==> src/rtl/fnd_display_sequencer_if.sv <==
// Request channel into the FND display sequencer: valid/ready handshake carrying
// one calculator result (operator, signed value, upstream error flag).
interface fnd_display_sequencer_if;
  logic        req_valid;
  logic        req_ready;
  logic [2:0]  req_op;
  logic [31:0] req_value;
  logic        req_err;

  modport master (output req_valid, req_op, req_value, req_err, input req_ready);
  modport slave  (input req_valid, req_op, req_value, req_err, output req_ready);
endinterface

==> src/rtl/fnd_display_sequencer.sv <==
// Chooses the 32-bit display code for the FND driver: HAPPY banner, operator word hold,
// then the result or an error word. Define FND_ERR_BLINK_EN to make the error word blink.
module fnd_display_sequencer #(
  parameter int TICK_DIV   = 50000,
  parameter int OP_HOLD    = 1000,
  parameter int BLINK_HALF = 250
) (
  input  logic                     clk,
  input  logic                     rst,
  fnd_display_sequencer_if.slave   req,
  output logic [31:0]              fnd_serial,
  output logic                     busy
);

  localparam logic [31:0] W_NULL     = 32'h00CC_0000;
  localparam logic [31:0] W_ERR      = 32'h00EE_0000;
  localparam logic [31:0] W_PLUS     = 32'h0010_0000;
  localparam logic [31:0] W_MINUS    = 32'h0020_0000;
  localparam logic [31:0] W_MULTIPLE = 32'h0030_0000;
  localparam logic [31:0] W_DIVID    = 32'h0040_0000;
  localparam logic [31:0] W_MODULO   = 32'h0050_0000;
  localparam logic [31:0] W_HAPPY    = 32'h00A0_0000;

  localparam int PW       = $clog2(TICK_DIV);
  localparam int HOLD_MAX = (OP_HOLD > BLINK_HALF) ? OP_HOLD : BLINK_HALF;
  localparam int TW       = $clog2(HOLD_MAX + 1);

  typedef enum logic [1:0] {S_IDLE, S_OP, S_VAL, S_ERR} state_e;

  state_e        state_q, state_d;
  logic [PW-1:0] presc_q, presc_d;
  logic [TW-1:0] tcnt_q, tcnt_d;
  logic [31:0]   value_q, value_d;
  logic [31:0]   fnd_q, fnd_d;
  logic [2:0]    op_q, op_d;
  logic          bad_q, bad_d;
  logic          ready_q, ready_d;
`ifdef FND_ERR_BLINK_EN
  logic          blink_q, blink_d;
`endif

  logic               tick;
  logic               accept;
  logic               in_range;
  logic signed [31:0] req_sval;

  assign tick     = (presc_q == PW'(TICK_DIV - 1));
  assign accept   = req.req_valid & ready_q;
  assign req_sval = $signed(req.req_value);
  // Word codes all exceed 999999, so anything inside this window is safe to show as a number.
  assign in_range = (req_sval >= -32'sd99999) && (req_sval <= 32'sd999999);

  function automatic logic [31:0] op_word(input logic [2:0] op);
    case (op)
      3'd1:    op_word = W_PLUS;
      3'd2:    op_word = W_MINUS;
      3'd3:    op_word = W_MULTIPLE;
      3'd4:    op_word = W_DIVID;
      3'd5:    op_word = W_MODULO;
      default: op_word = W_ERR;
    endcase
  endfunction

  always_comb begin
    // NOTE: every signal driven here gets a default first, so no path can infer a latch.
    state_d = state_q;
    presc_d = tick ? '0 : presc_q + PW'(1);
    tcnt_d  = tcnt_q;
    value_d = value_q;
    op_d    = op_q;
    bad_d   = bad_q;
`ifdef FND_ERR_BLINK_EN
    blink_d = blink_q;
`endif

    case (state_q)
      S_OP: begin
        if (tick) begin
          if (tcnt_q == TW'(OP_HOLD - 1)) state_d = bad_q ? S_ERR : S_VAL;
          else                            tcnt_d  = tcnt_q + TW'(1);
        end
      end
`ifdef FND_ERR_BLINK_EN
      S_ERR: begin
        if (tick) begin
          if (tcnt_q == TW'(BLINK_HALF - 1)) begin
            blink_d = ~blink_q;
            tcnt_d  = '0;
          end else begin
            tcnt_d  = tcnt_q + TW'(1);
          end
        end
      end
`endif
      default: ;
    endcase

    // The error/value decision is fixed here even when the operator word is shown first.
    if (accept) begin
      value_d = req.req_value;
      op_d    = req.req_op;
      bad_d   = req.req_err | ~in_range;
      if (req.req_op >= 3'd6)      state_d = S_ERR;
      else if (req.req_op == 3'd0) state_d = bad_d ? S_ERR : S_VAL;
      else                         state_d = S_OP;
    end

    if (accept || (state_d != state_q)) begin
      presc_d = '0;
      tcnt_d  = '0;
`ifdef FND_ERR_BLINK_EN
      blink_d = 1'b0;
`endif
    end

    ready_d = (state_d != S_OP);

    fnd_d = W_HAPPY;
    case (state_d)
      S_IDLE: fnd_d = W_HAPPY;
      S_OP:   fnd_d = op_word(op_d);
      S_VAL:  fnd_d = value_d;
`ifdef FND_ERR_BLINK_EN
      S_ERR:  fnd_d = blink_d ? W_NULL : W_ERR;
`else
      S_ERR:  fnd_d = W_ERR;
`endif
      default: fnd_d = W_HAPPY;
    endcase
  end

  // NOTE: state registers use non-blocking assignments so all flops update from pre-edge values.
  always_ff @(posedge clk) begin
    if (!rst) begin
      state_q <= S_IDLE;
      presc_q <= '0;
      tcnt_q  <= '0;
      value_q <= '0;
      op_q    <= '0;
      bad_q   <= 1'b0;
      ready_q <= 1'b0;
      fnd_q   <= W_HAPPY;
`ifdef FND_ERR_BLINK_EN
      blink_q <= 1'b0;
`endif
    end else begin
      state_q <= state_d;
      presc_q <= presc_d;
      tcnt_q  <= tcnt_d;
      value_q <= value_d;
      op_q    <= op_d;
      bad_q   <= bad_d;
      ready_q <= ready_d;
      fnd_q   <= fnd_d;
`ifdef FND_ERR_BLINK_EN
      blink_q <= blink_d;
`endif
    end
  end

  assign req.req_ready = ready_q;
  assign fnd_serial    = fnd_q;
  assign busy          = (state_q == S_OP);

endmodule

==> src/flat_wrapper.sv <==
// flat-port wrapper written by rule: the top's interface ports become plain ports
module fnd_display_sequencer_flat 
#(
  parameter int TICK_DIV   = 50000,
  parameter int OP_HOLD    = 1000,
  parameter int BLINK_HALF = 250
)
  (clk, rst, fnd_serial, busy, req_req_valid, req_req_op, req_req_value, req_req_err, req_req_ready);
  fnd_display_sequencer_if req_i ();
  input  logic clk;
  input  logic rst;
  output logic [31:0] fnd_serial;
  output logic busy;
  input wire logic [$bits(req_i.req_valid)-1:0] req_req_valid;
  input wire logic [$bits(req_i.req_op)-1:0] req_req_op;
  input wire logic [$bits(req_i.req_value)-1:0] req_req_value;
  input wire logic [$bits(req_i.req_err)-1:0] req_req_err;
  output wire logic [$bits(req_i.req_ready)-1:0] req_req_ready;
  assign req_i.req_valid = req_req_valid;
  assign req_i.req_op = req_req_op;
  assign req_i.req_value = req_req_value;
  assign req_i.req_err = req_req_err;
  assign req_req_ready = req_i.req_ready;
  fnd_display_sequencer #(.TICK_DIV(TICK_DIV), .OP_HOLD(OP_HOLD), .BLINK_HALF(BLINK_HALF)) u_core (.clk(clk), .rst(rst), .req(req_i), .fnd_serial(fnd_serial), .busy(busy));
endmodule
==> config.mk <==
export PLATFORM = sky130hd
export DESIGN_NAME = fnd_display_sequencer_flat
export DESIGN_NICKNAME = d
export VERILOG_FILES = /design/src/rtl/fnd_display_sequencer_if.sv /design/src/rtl/fnd_display_sequencer.sv /design/src/flat_wrapper.sv
export SDC_FILE = /design/constraint.sdc
export NUM_CORES = 1
export LEC_CHECK = 0
export CAP_MARGIN = 20
export CORE_AREA = 2 2 87 89
export CTS_CLUSTER_SIZE = 40
export DETAILED_ROUTE_END_ITERATION = 16
export DIE_AREA = 0 0 89 91
export MAX_ROUTING_LAYER = met4
export PLACE_DENSITY = 0.81
export RECOVER_POWER = 50
export SLEW_MARGIN = 20
export SYNTH_ARGS = -nofsm -noshare
export SYNTH_HDL_FRONTEND = slang
export SYNTH_SLANG_ARGS = --single-unit
==> constraint.sdc <==
create_clock -name clk -period 5.3 [get_ports clk]
set_input_delay 0.53 -clock clk [delete_from_list [all_inputs] [get_ports clk]]
set_output_delay 0.53 -clock clk [all_outputs]
set_load 0.02 [all_outputs]
==> flow_summary.json, run 1 <==
{
  "place_hpwl_um": 6000,
  "ff2ff_path_depth": 9,
  "die_h_um": 91,
  "route.final.wire_length_um": 8570,
  "die_x_um": 89,
  "period_minus_slack_ns": 2.85,
  "hold_end": "u_core.presc_q[0]",
  "synth-edff-count": 0,
  "drc": 0,
  "core_um2": 7140,
  "netSwitchingPower_mw": 0.364,
  "insertion_delay_ns": 0.37,
  "powerDensity_nw_per_um2": 312,
  "slowest_stage": "dlygate4sd3_1",
  "cts_hold_buf": 0,
  "nNetsFinal": 521,
  "synthCells": 409,
  "cp_data_arrival_time_ns": 3.17,
  "hold_viol": 0,
  "post-route-period-util_pct": 53.8,
  "yosys_most_used_dff": "dfxtp_1",
  "end_kind": "flip-flop",
  "place_congestion": 0.861,
  "wire_per_inst_um": 14.7,
  "post_cts_resized": 0,
  "internal_power_mw": 1.15,
  "swShare_pct": 24.1,
  "p_leak_nw": 1.89,
  "power_frac_seq_pct": 50.7,
  "grt_overflow_total": 0,
  "slowest_delay_ns": 0.55,
  "mostFrequentLayoutCells": "97 x dfxtp_1, 77 x nand2_1, 38 x clkdlybuf4s50_1, 34 x dlygate4sd3_1, 33 x nor2_1",
  "numCtsBuffers": 9,
  "grt_pass1_wl_um": 13800,
  "cts_tree": "yes",
  "ys_ff_latch": 97,
  "fin_tns_setup_ns": 0,
  "vias": 3085,
  "synth-async-reset-ratio_pct": 0,
  "layout.cells.non_filler": 584,
  "synth_cell_types": 45,
  "fmax_mhz": 350,
  "hp-class": "flip-flop to flip-flop",
  "die_area_um2": 8100,
  "syn_avg_cell_area_um2": 9.28,
  "max-clock-path-buffers": 2,
  "drtAntennaViolNets": 0,
  "status": "finished clean",
  "drv_cap": 0,
  "reg2reg_to": "u_core.fnd_serial[11]",
  "grt_pass1_vias": 3019,
  "power_frac_comb_pct": 11.2,
  "drv_slew": 0,
  "io_pins": 73,
  "rr_startpoint": "u_core.presc_q[0]",
  "grt_max_degree": 45,
  "cts.sinks": 97,
  "n_antenna_cell": 0,
  "synth_warnings": 0,
  "path_cells": "dlygate4sd3_1 -> nand2_1 -> buf_4 -> a21oi_1 -> nor2b_1 -> a21o_1 -> a21oi_2 -> buf_6 -> buf_6 -> and2_4",
  "syn_nets": 450,
  "timing.hold.ws_ns": 0.467,
  "min_path_cells": 1,
  "syn_area_um2": 3800,
  "syn_to_final_growth_pct": 27.6,
  "path_buf_inv": 4,
  "crit_fanout": 44,
  "min_from": "u_core.presc_q[0]",
  "fin_skew_ns": 0.0100,
  "tightest_slew_ns": 0.909,
  "maxSlewHeadroom_pct": 39.4,
  "peakVddDrop_v": 0.000160,
  "clock-root-buffer": "clkbuf_8",
  "drt-initial-drc-count": 198,
  "mostFrequentLayoutCell": "dfxtp_1",
  "io_buffers": 72,
  "clkPwrFrac_pct": 38.1,
  "cts.clk_slew.worst_paths_ns": 0.09,
  "drt-pass1-iter-count": 4,
  "cts-htree-levels": 3,
  "start_kind": "input pin",
  "antenna_found_initial": 0,
  "crit_top_cell": "buf_6",
  "critPathTopFamily": "buffers and inverters",
  "post-cts-setup-buffers": 0,
  "timing_worst_setup_path_type": "input pin to flip-flop",
  "drive_above_1_share_pct": 7.22,
  "place_inst": 568,
  "vias_per_cell": 5.28,
  "ys_seq_area_share_pct": 51.2,
  "finalSetupViolCount": 0,
  "required_ns": 5.62,
  "rrSetupSlack_ns": 2.75,
  "grt_usage_pct": 22.0,
  "rsz0062_at_grt": "no",
  "start_util_pct": 53.2,
  "row_count": 31
}
## metrics by stage
step	cell area [um2]	setup WS [ns]	utilization [%]	total power, mW
final	4840	2.45	67.9	1.51
after global routing	4840	2.27	67.9	1.56
after CTS	4850	2.56	67.9	1.52
after detailed placement	4600	2.18	64.5	0.954
after global placement	4580	1.92	64.2	0.947
after floorplan	3800	3.03	-	0.873
## cell type report
| class | count | area [um2] |
|---|---|---|
| clock inverter | 6 | 115 |
| tap | 99 | 124 |
| inverter | 5 | 18.8 |
| clock buffer | 10 | 128 |
| sequential | 97 | 1940 |
| multi-input combinational | 290 | 1750 |
| fill | 591 | 2290 |
| timing repair buffer | 77 | 762 |
## power by group through the flow
stage / logic [mW] / registers [mW] / clock network, mW
global route: 0.184 / 0.768 / 0.607
detailed placement: 0.171 / 0.783 / 0
finish: 0.169 / 0.765 / 0.575
CTS: 0.173 / 0.766 / 0.584
floorplan: 0.0810 / 0.792 / 0
global placement: 0.165 / 0.781 / 0
## cell families after synthesis
| kind of cell | synth area share, % |
|---|---|
| xor gates and xnor gates | 5.31 |
| muxes | 0.791 |
| AOI/OAI and AO/OA | 13.3 |
| and+or+nand+nor | 26.2 |
| DFF | 51.2 |
| adders and majority gates | 0.659 |
| buffers and inverters | 2.64 |
## synth_stat cells (all sizes together), types with 6 or more instances
master / n / share of area, %
nand2: 77 / 7.6
clkbuf: 13 / 1.3
a21boi: 32 / 6.3
and2: 28 / 5.3
xnor2: 9 / 2.1
dfxtp: 97 / 51
and3: 10 / 1.6
a21oi: 6 / 0.89
xor2: 14 / 3.2
nand3: 11 / 1.5
nor2: 33 / 3.3
nor3: 10 / 1.3
nand4: 11 / 1.8
## state kept, by name, indices dropped and copies added (netlist names)
signal	count
u_core.presc_q	16
u_core.fnd_serial	32
u_core.value_q	32
u_core.op_q	3
u_core.tcnt_q	10
u_core.state_q	2
u_core.bad_q	1
u_core.req.req_ready	1
## worst max-delay path by stage
stage | end | slack [ns] | startpoint | cells after the start
global placement | u_core.fnd_serial[9] | 1.92 | req_req_value[30] | 7
detailed placement | u_core.fnd_serial[11] | 2.18 | req_req_value[28] | 9
global route | u_core.fnd_serial[5] | 2.27 | req_req_valid | 6
finish | u_core.fnd_serial[11] | 2.45 | req_req_valid | 10
floorplan | u_core.fnd_serial[10] | 3.03 | req_req_value[4] | 8
CTS | u_core.fnd_serial[8] | 2.56 | req_req_value[28] | 9
## layer usage
| metal | GRT usage (%) | vias up | share of wire, % |
|---|---|---|---|
| li1 | - | 1541 | - |
| met1 | 27.0 | 1427 | 44 |
| met2 | 35.6 | 100 | 48 |
| met3 | 3.45 | 17 | 5.7 |
| met4 | 9.58 | 0 | 2.2 |
| met5 | - | - | 0 |
Power figures use the tool's default switching activity.
==> run 2, diff against run 1 <==
--- a/config.mk
+++ b/config.mk
@@ -6,12 +6,12 @@
 export NUM_CORES = 1
 export LEC_CHECK = 0
 export CAP_MARGIN = 20
-export CORE_AREA = 2 2 87 89
+export CORE_AREA = 2 2 94 96
 export CTS_CLUSTER_SIZE = 40
 export DETAILED_ROUTE_END_ITERATION = 16
-export DIE_AREA = 0 0 89 91
+export DIE_AREA = 0 0 96 98
 export MAX_ROUTING_LAYER = met4
-export PLACE_DENSITY = 0.81
+export PLACE_DENSITY = 0.73
 export RECOVER_POWER = 50
 export SLEW_MARGIN = 20
 export SYNTH_ARGS = -nofsm -noshare
==> constraint.sdc (replaced) <==
create_clock -name clk -period 2.3 [get_ports clk]
set_input_delay 0.23 -clock clk [delete_from_list [all_inputs] [get_ports clk]]
set_output_delay 0.23 -clock clk [all_outputs]
set_load 0.02 [all_outputs]
==> flow_summary.json, run 2 (synthesis gave the netlist of run 1 again) <==
{
  "status": "finished clean",
  "fin_skew_ns": 0.00682,
  "powerDensity_nw_per_um2": 676,
  "timing_worst_setup_path_type": "input pin to flip-flop",
  "drc": 0,
  "grt_max_degree": 26,
  "internal_power_mw": 2.58,
  "cp_data_arrival_time_ns": 2.44,
  "dpl_cell_area_um2": 4850,
  "core_um2": 8470,
  "hp-class": "flip-flop to flip-flop",
  "slowest_delay_ns": 0.48,
  "wire_per_inst_um": 14.2,
  "insertion_delay_ns": 0.36,
  "finalSetupViolCount": 0,
  "n_antenna_cell": 0,
  "cts_hold_buf": 0,
  "cts_tree": "yes",
  "clock-root-buffer": "clkbuf_8",
  "antenna_found_initial": 0,
  "grt_pass1_wl_um": 14200,
  "io_buffers": 72,
  "hold_viol": 0,
  "post-cts-setup-buffers": 0,
  "grt_overflow_total": 0,
  "required_ns": 2.61,
  "die_area_um2": 9410,
  "post-route-period-util_pct": 92.6,
  "die_h_um": 98,
  "vias_per_cell": 5.03,
  "power_frac_seq_pct": 51.6,
  "route.final.wire_length_um": 8840,
  "crit_fanout": 11,
  "path_buf_inv": 2,
  "tightest_slew_ns": 0.754,
  "cts.clk_slew.worst_paths_ns": 0.09,
  "mostFrequentLayoutCells": "97 x dfxtp_1, 77 x nand2_1, 41 x clkdlybuf4s50_1, 33 x nor2_1",
  "swShare_pct": 24.4,
  "finalPower_mw": 3.42,
  "path_cells": "clkdlybuf4s50_1 -> nor4_1 -> a31oi_1 -> a2111oi_2 -> o211ai_2 -> a21oi_2 -> buf_4 -> and2_4",
  "power_frac_comb_pct": 12.3,
  "syn_to_final_growth_pct": 33.3,
  "slowest_stage": "a2111oi_2",
  "period_minus_slack_ns": 2.13,
  "rsz0062_at_grt": "no",
  "p_leak_nw": 2.00,
  "fill_cells": 748,
  "cts-htree-levels": 3,
  "regArea_um2": 1940,
  "fin_tns_setup_ns": 0,
  "fmax_mhz": 470,
  "end_kind": "flip-flop",
  "io_pins": 73,
  "vias": 3136,
  "grt_usage_pct": 19.7,
  "nNetsFinal": 551,
  "start_util_pct": 44.8,
  "netSwitchingPower_mw": 0.835,
  "drive_above_1_share_pct": 12.8,
  "critPathTopFamily": "compound AO/OA/AOI/OAI gates",
  "maxSlewHeadroom_pct": 49.7,
  "drtAntennaViolNets": 0,
  "grt_pass1_vias": 3099,
  "drv_slew": 0,
  "peakVddDrop_v": 0.000404,
  "post_cts_resized": 0,
  "die_x_um": 96,
  "drt-initial-drc-count": 177,
  "place_congestion": 0.901,
  "fin_area_um2": 5060,
  "drt-pass1-iter-count": 4,
  "max-clock-path-buffers": 2,
  "place_hpwl_um": 6570,
  "row_count": 34,
  "drv_cap": 0,
  "mostFrequentLayoutCell": "dfxtp_1",
  "cts.sinks": 97,
  "multi_input_area_um2": 1760,
  "numCtsBuffers": 9,
  "start_kind": "input pin",
  "clkPwrFrac_pct": 36.0
}
[run 2: final timing paths]
path | from | endpoint | slack (ns) | cells after the start
max | req_req_value[26] | u_core.fnd_serial[9] | 0.17 | 8
min | u_core.presc_q[0] | u_core.presc_q[0] | 0.47 | 1
max reg2reg | u_core.presc_q[0] | u_core.fnd_serial[18] | 0.22 | 8
min reg2reg | u_core.presc_q[0] | u_core.presc_q[0] | 0.47 | 1
[run 2: metal layers]
metal | global-route usage, % | wire length [um] | up-vias | share of wire, %
met5 | - | 0 | - | 0
met4 | 5.93 | 91 | 0 | 1.0
met3 | 4.71 | 573 | 9 | 6.5
met2 | 31.4 | 4270 | 85 | 48
met1 | 24.7 | 3900 | 1449 | 44
li1 | - | - | 1593 | -
[run 2: stage by stage]
step	setup slack (ns)	hold slack (ns)	utilization, %	cells
after floorplan	0.332	0.375	-	409
after global placement	-0.139	0.439	57.2	607
after detailed placement	-0.225	0.454	57.2	607
after CTS	0.125	0.471	59.9	623
after global routing	0.00276	0.500	59.8	623
final	0.171	0.467	59.8	623
[run 2: power by group through the flow]
stage / combinational [mW] / clock [mW] / sequential (mW)
final: 0.422 / 1.23 / 1.76
after floorplan: 0.187 / 0 / 1.82
after global placement: 0.431 / 0 / 1.80
after CTS: 0.437 / 1.25 / 1.77
after detailed placement: 0.434 / 0 / 1.80
after global routing: 0.460 / 1.32 / 1.77
[run 2: layout make-up]
class | instances | share of cell area [%]
clock inverters | 6 | 1.81
well taps | 108 | 2.67
multi-input cells | 290 | 34.8
inverters | 5 | 0.371
flip-flops and latches | 97 | 38.4
repair buffers | 107 | 19.2
clock buffers | 10 | 2.72
[run 2: worst reg2reg max path, stage by stage, from the launching register on]
cell and delay, ns:
dfxtp_1 0.34, ha_1 0.22, and3_2 0.25, and4_1 0.18
a31oi_1 0.26, a21o_1 0.28, a21oi_2 0.08, buf_4 0.18
a22o_1 0.19
==> run 3, diff against run 2 <==
--- a/config.mk
+++ b/config.mk
@@ -6,12 +6,12 @@
 export NUM_CORES = 1
 export LEC_CHECK = 0
 export CAP_MARGIN = 20
-export CORE_AREA = 2 2 94 96
+export CORE_AREA = 2 2 90 92
 export CTS_CLUSTER_SIZE = 40
 export DETAILED_ROUTE_END_ITERATION = 16
-export DIE_AREA = 0 0 96 98
+export DIE_AREA = 0 0 92 94
 export MAX_ROUTING_LAYER = met4
-export PLACE_DENSITY = 0.73
+export PLACE_DENSITY = 0.76
 export RECOVER_POWER = 50
 export SLEW_MARGIN = 20
 export SYNTH_ARGS = -nofsm -noshare
==> constraint.sdc (replaced) <==
create_clock -name clk -period 2 [get_ports clk]
set_input_delay 0.2 -clock clk [delete_from_list [all_inputs] [get_ports clk]]
set_output_delay 0.2 -clock clk [all_outputs]
set_load 0.02 [all_outputs]
==> flow_summary.json, run 3 (synthesis gave the netlist of run 1 again) <==
{
  "status": "finished clean",
  "timing_worst_setup_path_type": "input pin to flip-flop",
  "core_um2": 7610,
  "cp_data_arrival_time_ns": 2.20,
  "cts_hold_buf": 0,
  "start_kind": "input pin",
  "place_congestion": 0.930,
  "finalSetupViolCount": 0,
  "dpl_cell_area_um2": 5040,
  "grt_pass1_vias": 3091,
  "slowest_delay_ns": 0.47,
  "drv_cap": 0,
  "tightest_slew_ns": 0.514,
  "path_buf_inv": 2,
  "grt_overflow_total": 0,
  "wl_met2_um": 4380,
  "max-clock-path-buffers": 2,
  "syn_to_final_growth_pct": 39.0,
  "cts_tree": "yes",
  "cts-htree-levels": 3,
  "grt_pass1_wl_um": 14700,
  "drv_slew": 0,
  "p_leak_nw": 2.11,
  "insertion_delay_ns": 0.36,
  "grt_max_degree": 24,
  "vias_per_cell": 5.12,
  "fin_tns_setup_ns": 0,
  "required_ns": 2.26,
  "die_x_um": 92,
  "path_cells": "clkdlybuf4s50_1 -> o31ai_1 -> nand3_1 -> a2111oi_4 -> o211ai_2 -> buf_4 -> a21o_1 -> o22a_1",
  "row_count": 32,
  "drtAntennaViolNets": 0,
  "critPathTopFamily": "compound AO/OA/AOI/OAI gates",
  "multi_input_area_um2": 1800,
  "grt_usage_pct": 21.9,
  "end_kind": "flip-flop",
  "nNetsFinal": 578,
  "clock-root-buffer": "clkbuf_8",
  "drt-pass1-iter-count": 4,
  "hp-class": "input pin to flip-flop",
  "vias": 3297,
  "regArea_um2": 1940,
  "drive_above_1_share_pct": 17.9,
  "met3RoutedLength_um": 385,
  "crit_fanout": 3,
  "highest_layer": "met4",
  "numCtsBuffers": 9,
  "antenna_found_initial": 0,
  "fmax_mhz": 513,
  "final_util_pct": 69.3,
  "peakVddDrop_v": 0.000399,
  "mostFrequentLayoutCell": "dfxtp_1",
  "wire_per_inst_um": 14.2,
  "start_util_pct": 49.9,
  "fill_cells": 619,
  "drc": 0,
  "fin_area_um2": 5280,
  "place_hpwl_um": 6780,
  "rsz0062_at_grt": "yes",
  "die_area_um2": 8650,
  "cts.sinks": 97,
  "met1_length_um": 4190,
  "maxSlewHeadroom_pct": 65.8,
  "route.final.wire_length_um": 9120,
  "drt-initial-drc-count": 113,
  "mostFrequentLayoutCells": "97 x dfxtp_1, 77 x nand2_1, 58 x buf_4, 55 x clkdlybuf4s50_1, 33 x nor2_1",
  "powerDensity_nw_per_um2": 723,
  "die_h_um": 94,
  "post-route-period-util_pct": 97.4,
  "hold_viol": 0,
  "slowest_stage": "clkdlybuf4s50_1",
  "io_buffers": 72,
  "cts.clk_slew.worst_paths_ns": 0.09,
  "post-cts-setup-buffers": 0,
  "period_minus_slack_ns": 1.95,
  "fin_skew_ns": 0.00960,
  "io_pins": 73,
  "n_antenna_cell": 0
}
[run 3: cell count changes in the layout (fill, tap and decap cells not counted), moves of 3 or more]
cell and change:
dlygate4sd3_1 -18, clkinvlp_4 -3, buf_4 +26, dlygate4sd2_1 +3
clkdlybuf4s50_1 +14
[run 3: worst paths after layout]
check	from	end	slack (ns)	cells after the start
setup / recovery	req_req_value[6]	u_core.fnd_serial[23]	0.05	8
hold / removal	req_req_value[15]	u_core.value_q[15]	0.21	3
setup reg to reg	u_core.presc_q[5]	u_core.fnd_serial[31]	0.10	7
hold reg to reg	u_core.value_q[2]	u_core.value_q[2]	0.47	2
[run 3: layer usage]
layer,up-vias,track usage (%)
li1,1648,-
met1,1552,27.7
met2,83,35.2
met3,14,3.45
met4,0,9.58
met5,-,-
[run 3: layout make-up]
type / count / area share, %
repair buffers: 134 / 22.5
inverters: 5 / 0.356
multi-input cells: 290 / 34.2
well taps: 102 / 2.42
clock inverters: 5 / 0.878
flip-flops and latches: 97 / 36.8
clock buffers: 11 / 2.87
[run 3: what timing repair did]
item                       CTS  global route
pin swaps                    6             6
gates resized for setup      5             7
setup endpoints to repair   33            38
[run 3: through the flow]
step	power, mW	hold slack (ns)	instances	worst slack, ns
3_5_place_dp	2.61	0.461	628	-0.461
6_report	3.81	0.214	644	0.0520
3_3_place_gp	2.60	0.455	628	-0.426
4_1_cts	3.84	0.253	644	0.00312
5_1_grt	3.96	0.261	644	-0.0592
2_1_floorplan	2.31	0.345	409	0.0481
[run 3: power by group]
| part | internal (mW) | leakage (nW) | switching [mW] | total [mW] |
|---|---|---|---|---|
| sequential | 2.00 | 0.788 | 0.0272 | 2.03 |
| clock | 0.543 | 0.102 | 0.708 | 1.25 |
| combinational | 0.265 | 1.22 | 0.271 | 0.536 |
| total | 2.81 | 2.11 | 1.01 | 3.81 |
[run 3: worst register-to-register path: stages, from the launching register on]
cell and delay (ns):
dfxtp_1 0.35, nor4b_2 0.33, and4_1 0.29, a31oi_2 0.11
a21o_1 0.23, a21oi_2 0.19, buf_12 0.18, and2_4 0.16
